[config.mk]
export PLATFORM = sky130hd
export DESIGN_NAME = irq_arbiter
export DESIGN_NICKNAME = d
export VERILOG_FILES = /design/src/rtl/irq_arbiter.sv
export SDC_FILE = /design/constraint.sdc
export NUM_CORES = 1
export LEC_CHECK = 0
export CORE_ASPECT_RATIO = 2
export CORE_MARGIN = 8
export CORE_UTILIZATION = 41
export CTS_CLUSTER_SIZE = 24
export DETAILED_ROUTE_END_ITERATION = 7
export GPL_TIMING_DRIVEN = 0
export PLACE_DENSITY = 0.76
export REMOVE_ABC_BUFFERS = 1
export SYNTH_ARGS = -nofsm -noshare
export SYNTH_HDL_FRONTEND = slang
export SYNTH_SLANG_ARGS = --single-unit
[constraint.sdc]
create_clock -name clk -period 3.7 [get_ports clk]
set_input_delay 0.74 -clock clk [delete_from_list [all_inputs] [get_ports clk]]
set_output_delay 0.74 -clock clk [all_outputs]
set_load 0.1 [all_outputs]
[src/rtl/irq_arbiter.sv]
`default_nettype none
// ------------------------------------------------------------------------
// irq_arbiter: fixed-priority share of one CPU irq/eoi handshake among
// N_SRC interrupt sources, with ENABLE/PENDING/ACTIVE/SVC_COUNT registers.
// Revision: 1.0
// ------------------------------------------------------------------------
module irq_arbiter #(
  parameter int N_SRC = 4
) (
  input  logic             clk,
  input  logic             reset_i,
  input  logic             sel_i,
  input  logic             wr_en_i,
  input  logic [11:0]      address_in_i,
  input  logic [31:0]      data_in_i,
  output logic [31:0]      data_out_o,
  output logic             ack_o,
  input  logic [N_SRC-1:0] src_irq_i,
  output logic [N_SRC-1:0] src_eoi_o,
  output logic             cpu_irq_o,
  input  logic             cpu_eoi_i
);

  localparam logic [11:0] ADDR_ENABLE  = 12'h000;
  localparam logic [11:0] ADDR_PENDING = 12'h004;
  localparam logic [11:0] ADDR_ACTIVE  = 12'h008;
  localparam logic [11:0] ADDR_COUNT   = 12'h00C;

  typedef enum logic [1:0] {
    IDLE    = 2'd0,
    GRANT   = 2'd1,
    SERVICE = 2'd2,
    DRAIN   = 2'd3
  } state_t;

  state_t           state;
  state_t           state_next;
  logic [N_SRC-1:0] enable;
  logic [N_SRC-1:0] eligible;
  logic [N_SRC-1:0] active_mask;
  logic [4:0]       active_id;
  logic [4:0]       winner;
  logic [31:0]      svc_count;
  logic [31:0]      read_data;
  logic             grant;
  logic             complete;
  logic             active_irq;
  logic             in_service;
  logic             unused_data;

  assign eligible    = src_irq_i & enable;
  assign unused_data = ^data_in_i;

  // Scanning downward leaves the lowest set index as the winner.
  always_comb begin
    winner = '0;
    for (int i = N_SRC - 1; i >= 0; i--) begin
      if (eligible[i]) winner = 5'(i);
    end
  end

  always_comb begin
    active_mask = '0;
    for (int i = 0; i < N_SRC; i++) begin
      active_mask[i] = (active_id == 5'(i));
    end
  end

  assign active_irq = |(src_irq_i & active_mask);

  always_comb begin
    state_next = state;
    grant      = 1'b0;
    complete   = 1'b0;
    case (state)
      IDLE: begin
        if (cpu_eoi_i && (eligible != '0)) begin
          state_next = GRANT;
          grant      = 1'b1;
        end
      end
      GRANT: begin
        if (!cpu_eoi_i) state_next = SERVICE;
      end
      SERVICE: begin
        if (cpu_eoi_i) begin
          state_next = DRAIN;
          complete   = 1'b1;
        end
      end
      DRAIN: begin
        // Wait for the serviced source to withdraw so it is not re-granted.
        if (!active_irq) state_next = IDLE;
      end
      default: state_next = IDLE;
    endcase
  end

  always_ff @(posedge clk or posedge reset_i) begin
    if (reset_i) begin
      state     <= IDLE;
      active_id <= '0;
      svc_count <= '0;
    end else begin
      state <= state_next;
      if (grant)    active_id <= winner;
      if (complete) svc_count <= svc_count + 32'd1;
    end
  end

  // Handshake outputs decode straight from the state so reset clears them at once.
  assign in_service = (state == SERVICE);
  assign cpu_irq_o  = (state == GRANT) || in_service;
  assign src_eoi_o  = in_service ? ~active_mask : '1;

  always_comb begin
    read_data = '0;
    case (address_in_i)
      ADDR_ENABLE:  read_data[N_SRC-1:0] = enable;
      ADDR_PENDING: read_data[N_SRC-1:0] = eligible;
      ADDR_ACTIVE: begin
        read_data[31]  = cpu_irq_o;
        read_data[4:0] = active_id;
      end
      ADDR_COUNT:   read_data = svc_count;
      default:      read_data = '0;
    endcase
  end

  always_ff @(posedge clk or posedge reset_i) begin
    if (reset_i) begin
      ack_o      <= 1'b0;
      data_out_o <= '0;
      enable     <= '0;
    end else begin
      ack_o      <= sel_i;
      data_out_o <= (sel_i && !wr_en_i) ? read_data : '0;
      if (sel_i && wr_en_i && (address_in_i == ADDR_ENABLE)) begin
        enable <= data_in_i[N_SRC-1:0];
      end
    end
  end

endmodule
`default_nettype wire
# Word-level counts from Yosys, hierarchy flattened
# Cells that the tools add are included.
# totals
romBits,0
mem_bits_rw,0
latch_bits,0
memories,0
input_bits,53
ff_bits,76
output_inout_bits,38
# op_classes
eq_ne,13
reduce_logical,12
shift,0
n_div,0
magnitude_cmp,0
n_mux,19
mul,0
n_addsub,1
bitwise_logic,3
# ops
cell,count
32-bit by 1-bit adder with 32-bit output (second input constant),1
32-bit 2-to-1 mux,1
26-bit 2-to-1 mux,1
12-bit by 4-bit == test with 1-bit output (second input constant),2
4-bit one-hot mux with 4 select lines,1
5-bit 2-to-1 mux,3
12-bit by 3-bit == test with 1-bit output (second input constant),1
12-bit logical NOT,1
5-bit by 2-bit == test with 1-bit output (second input constant),2
2-bit 2-to-1 mux,5
4-bit AND,2
2-bit != test (second input constant),4
2-bit one-hot mux with 4 select lines,1
5-bit by 1-bit == test with 1-bit output (second input constant),1
5-bit logical NOT,1
2-bit == test (second input constant),2
1-bit logical AND,4
1-bit 2-to-1 mux,4
4-bit 2-to-1 mux,1
4-bit inverter,1
1-bit one-hot mux with 2 select lines,2
4-bit AND reduction,1
4-bit nonzero test,1
4-bit OR reduction,1
4 further kinds,4

# Logic depth before layout (Yosys ltp)
# Gate-level depths: netlist of run 1.
# depth
ltp_word,5
depth_mapped,9
mapped_depth_nobuf,7

# Worst setup path after synthesis of run 1
# No wires, ideal clock.
# synth_path
path_kind,reg-to-output
from,reg state[0]
to,out src_eoi_o[3]
path_stages_with_launch,5
arrival_ns,1.540
path_slack_ns,1.420
cell_sequence,dfrtp_1 > inv_1 > ha_1 > clkbuf_2 > nand3_1
# synth_between
elab_chain_len,2
# synth_rtl
item,line,source
start: declaration,36,state_t state;
start signal: assignment,105,state <= state_next;
2-bit == test,112,assign in_service = (state == SERVICE);
4-bit 2-to-1 mux,114,assign src_eoi_o = in_service ? ~active_mask : '1;
end: declaration,19,"output logic [N_SRC-1:0] src_eoi_o,"
# Every way passes these cells.

# Worst setup path in the final report of run 1
# layout_path
from,reg state[0]
to,out src_eoi_o[0]
# The elaborated chain is that of the path after synthesis.

==> flow_summary.json, run 1 <==
{
  "cp.required_ps": 2960,
  "hold_viol": 0,
  "yosysTopAreaCell": "dfrtp_1",
  "die-area_um2": 10800,
  "grt_max_degree": 74,
  "synth_commonest_cells": "73 x dfrtp_1, 25 x and2_1, 22 x nand2_1, 22 x nor2_1, 21 x xnor2_1",
  "tightestPinTransition_ps": 991,
  "peakVddDrop_mv": 0.327,
  "worst_slew_margin_rel": 0.337,
  "fmax_mhz": 287,
  "start_util": 0.414,
  "ys_seq_area_frac": 0.589,
  "cts_tree": "done",
  "cts_setup_buffers": 0,
  "nNetsFinal": 391,
  "setup_viol": 0,
  "area.growth.synth_to_final_pct": 34.0,
  "drc": 0,
  "n_fill_cell": 619,
  "skew_ps": 5.07,
  "synth.most_common_cell": "dfrtp_1",
  "rsz0062_at_grt": "false",
  "cts_resized": 0,
  "avgSynthCellArea_um2": 11.7,
  "die_w_um": 77.5,
  "antenna_found_initial": 0,
  "wl_um": 6440,
  "worstSetupStartpointType": "flip-flop",
  "insertion_delay_ps": 340,
  "status": "completed",
  "fin_cells": 431,
  "firstDrtPassIters": 4,
  "fin_ws_ps": 219,
  "track_usage": 0.125,
  "viasPerCell": 5.06,
  "fin_tns_setup_ps": 0,
  "synth_edf_count": 0,
  "yosys_warnings": 0,
  "dpl_cell_area_um2": 3810,
  "num_vias": 2180,
  "portBuffers": 62,
  "drv_cap": 0,
  "root_buffer": "clkbuf_16",
  "synth-async-reset-ratio": 1.00,
  "grt_pass1_wl_um": 10900,
  "h-tree-depth": 3,
  "dp_slack_ps": 592,
  "synth_cells": 266,
  "worstPathMaxFanout": 8,
  "synthDominantCellAreaShare": 0.589,
  "ant_nets": 0,
  "min_period_ps": 3480,
  "synth_area_leaders": "dfrtp_1 59%, xnor2_1 5.9%, and2_1 5.0%",
  "rows": 45,
  "maxSlewViolCount": 0,
  "holdWs_ps": 467,
  "dp_cells": 415,
  "numCtsBuffers": 9,
  "gp_routability_congestion": 0.813,
  "synth.distinct_cells": 38,
  "period_share": 0.941,
  "hold_path_class": "flip-flop to flip-flop",
  "power_density_nw_per_um2": 557,
  "avgRoutedWirePerCell_um": 15.0,
  "grt_overflow": 0,
  "die_y_um": 139,
  "synth-seq-cells": 73,
  "clkTransAtPathRegs_ps": 50,
  "critPathKind": "flip-flop to output pin",
  "hpwl_um": 4710,
  "endpoint_kind": "output pin",
  "cts_sinks": 73,
  "design_area_um2": 4150,
  "postCtsHoldBufs": 0,
  "ys.flop_type": "dfrtp_1",
  "arrival_ps": 2740,
  "n_antenna_cell": 0,
  "first_global_vias": 2413,
  "ios": 91,
  "drt-initial-drc-count": 114,
  "synth_area_um2": 3100,
  "core_region_area_um2": 7490,
  "cts_buffer_depth": 2,
  "drive_gt1_frac": 0.104,
  "p_leak_nw": 1.89
}
## through the flow
step | power (W) | utilization
2_1_floorplan | 0.00121 | -
3_5_place_dp | 0.00133 | 0.508
4_1_cts | 0.00233 | 0.555
6_report | 0.00231 | 0.555
3_3_place_gp | 0.00130 | 0.508
5_1_grt | 0.00239 | 0.555
## final cells by class
type	count	area (um2)	area share
clock buffers	11	243	0.0585
clock inverters	5	103	0.0247
inverters	9	36.3	0.00874
multi-input cells	177	1210	0.290
flip-flops and latches	73	1830	0.440
well taps	94	118	0.0283
repair buffers	62	621	0.149
## flip-flops by register name (all words and copies together) (netlist names)
name,cells
active_id,2
svc_count,32
data_out_o,32
ack_o,1
enable,4
state,2
## report_power, final
group          internal, W  switching [W]
clock network     0.000675       0.000319
registers         0.000839      0.0000488
logic             0.000150       0.000281
## layer usage
| metal | share of wire | GRT usage | vias up | wire length [um] |
|---|---|---|---|---|
| met1 | 0.38 | 0.126 | 1076 | 2440 |
| met2 | 0.51 | 0.212 | 79 | 3310 |
| met4 | 0.020 | 0.0671 | 0 | 130 |
| met3 | 0.087 | 0.0506 | 7 | 562 |
| met5 | 0 | 0 | - | 0 |
| li1 | - | - | 1018 | - |
## path summary, 6_finish.rpt
| path | from | endpoint | slack (ps) | depth (start not counted) |
|---|---|---|---|---|
| min in group asynchronous | reset_i | svc_count[21] | 950 | 2 |
| setup / recovery | state[0] | src_eoi_o[0] | 220 | 4 |
| hold / removal | svc_count[31] | svc_count[31] | 470 | 1 |
| setup reg to reg | state[0] | svc_count[31] | 1440 | 7 |
| max in group asynchronous | reset_i | data_out_o[29] | 2200 | 2 |
| hold reg to reg | svc_count[31] | svc_count[31] | 470 | 1 |
## critical path: stages (launching register included)
cell	delay, ps
dfrtp_1	410
inv_1	140
ha_1	370
or3b_2	490
clkdlybuf4s50_1	990
## logic make-up after synthesis
logic type,synth area share
compound gates,0.0230
xor+xnor,0.0876
fa+ha+maj,0.0242
buf+inv,0.0214
flops,0.589
mux,0.0428
simple gates,0.212
## cell usage in the layout, fill, tap and decap left out, drive strengths merged, types with 3 or more instances in the layout
master,instances
a21oi,6
xnor2,21
dfrtp,73
ha,6
bufinv,3
mux2,8
nor2,23
clkdlybuf4s50,62
nand2,23
inv,9
and2,25
nand3,14
nor3,6
clkbuf,11
xor2,10
and3,8
nand4,6
No activity file was read; power rests on OpenSTA's default activity.
==> run 2, diff against run 1 <==
--- a/config.mk
+++ b/config.mk
@@ -11,7 +11,7 @@
 export CTS_CLUSTER_SIZE = 24
 export DETAILED_ROUTE_END_ITERATION = 7
 export GPL_TIMING_DRIVEN = 0
-export PLACE_DENSITY = 0.76
+export PLACE_DENSITY = 0.71
 export REMOVE_ABC_BUFFERS = 1
 export SYNTH_ARGS = -nofsm -noshare
 export SYNTH_HDL_FRONTEND = slang
==> run 2 against run 1 <==
Compared with the run above: wire length down 2.5%; sequential share of layout area up 0.44 points; sequential cell count unchanged; global-route usage up 0.45 points; critical endpoint unchanged; worst setup slack better by 69 ps; die area unchanged; combinational power down 3%; hold slack better by 1.7 ps; clock power down 12%; final cell count unchanged.
==> flow_summary.json, run 2 (same netlist as run 1, synthesis figures left out) <==
{
  "critPathKind": "flip-flop to output pin",
  "endpoint_kind": "output pin",
  "first_global_vias": 2424,
  "worstSetupStartpointType": "flip-flop",
  "status": "completed",
  "wl_um": 6280,
  "multi_input_area_um2": 1210,
  "core_region_area_um2": 7490,
  "numCtsBuffers": 9,
  "ant_nets": 0,
  "power_density_nw_per_um2": 530,
  "p_leak_nw": 1.87,
  "min_to": "svc_count[16]",
  "drc": 0,
  "skew_ps": 6.54,
  "die_y_um": 139,
  "mostFrequentLayoutCells": "73 x dfrtp_1, 62 x clkdlybuf4s50_1, 25 x and2_1, 22 x nor2_1, 22 x nand2_1",
  "insertion_delay_ps": 340,
  "avgRoutedWirePerCell_um": 14.6,
  "postCtsHoldBufs": 0,
  "fin_tns_setup_ps": 0,
  "die-area_um2": 10800,
  "hold_viol": 0,
  "arrival_ps": 2670,
  "antenna_found_initial": 0,
  "cts_resized": 0,
  "drv_cap": 0,
  "hold_path_depth": 1,
  "r2r_end": "svc_count[31]",
  "cts_tree": "done",
  "clkTransAtPathRegs_ps": 60,
  "cts_buffer_depth": 2,
  "fin_cells": 431,
  "area.growth.synth_to_final_pct": 32.7,
  "setup_viol": 0,
  "tightestPinTransition_ps": 1010,
  "reg2regPathDepth": 7,
  "worstPathMaxFanout": 8,
  "rsz0062_at_grt": "false",
  "seq_area_um2": 1830,
  "period_share": 0.922,
  "viasPerCell": 4.97,
  "grt_max_degree": 74,
  "drive_gt1_frac": 0.107,
  "final_common_cell": "dfrtp_1",
  "num_vias": 2142,
  "hold_path_startpoint": "svc_count[16]",
  "hold_path_class": "flip-flop to flip-flop",
  "worst_slew_margin_rel": 0.325,
  "reg_top3": "data_out_o: 32 flops, svc_count: 32 flops, enable: 4 flops",
  "portBuffers": 62,
  "nNetsFinal": 391,
  "cts_sinks": 73,
  "rows": 45,
  "firstDrtPassIters": 4,
  "start_util": 0.414,
  "cts_setup_buffers": 0,
  "min_period_ps": 3410,
  "holdWs_ps": 468,
  "gp_routability_congestion": 0.766,
  "power_w": 0.00218,
  "n_antenna_cell": 0,
  "ios": 91,
  "h-tree-depth": 3,
  "dp_cells": 415,
  "r2r_slack_ps": 1500,
  "root_buffer": "clkbuf_16",
  "track_usage": 0.129,
  "peakVddDrop_mv": 0.444,
  "hpwl_um": 4540,
  "n_fill_cell": 642,
  "die_w_um": 77.5,
  "grt_overflow": 0,
  "cp.required_ps": 2960,
  "maxSlewViolCount": 0,
  "fmax_mhz": 293,
  "grt_pass1_wl_um": 11300,
  "regToRegStartpoint": "state[0]",
  "drt-initial-drc-count": 134
}
## run 2: per-stage QoR
stage	util	cell area (um2)	worst slack, ps
after floorplan	-	3070	1110
after global placement	0.508	3800	55.1
after detailed placement	0.508	3810	637
after CTS	0.549	4110	265
after global routing	0.549	4110	169
final	0.549	4110	287
## run 2: worst max path at each step
stage	startpoint	end	depth (start not counted)
after floorplan	reset_i	ack_o	1
after global placement	reset_i	enable[0]	2
after detailed placement	state[0]	src_eoi_o[0]	4
after CTS	state[0]	src_eoi_o[0]	4
after global routing	state[0]	src_eoi_o[0]	4
final	state[0]	src_eoi_o[0]	4
## run 2: critical path, stage by stage (launching register included)
cell             delay, ps
dfrtp_1                400
inv_1                  130
ha_1                   350
or3b_2                 470
clkdlybuf4s50_1        980
## run 2: layout make-up
class                      count  share of cell area
inverter                       9             0.00883
timing repair buffer          62               0.151
clock buffer                  10              0.0581
multi-input combinational    177               0.293
sequential                    73               0.444
tap                           94              0.0286
clock inverter                 6              0.0158
## run 2: metal layers
metal  global-route usage  up-vias  routed length [um]
li1                     -     1017                   -
met1                0.145     1032                2540
met2                0.197       79                3050
met3               0.0519       14                 523
met4               0.0832        0                 167
met5                    0        -                   0
## run 2: power by group
group | leakage, nW | switching, W | internal (W)
registers | 1.01 | 0.0000474 | 0.000839
logic | 0.714 | 0.000271 | 0.000148
clock network | 0.149 | 0.000333 | 0.000542
total | 1.87 | 0.000652 | 0.00153
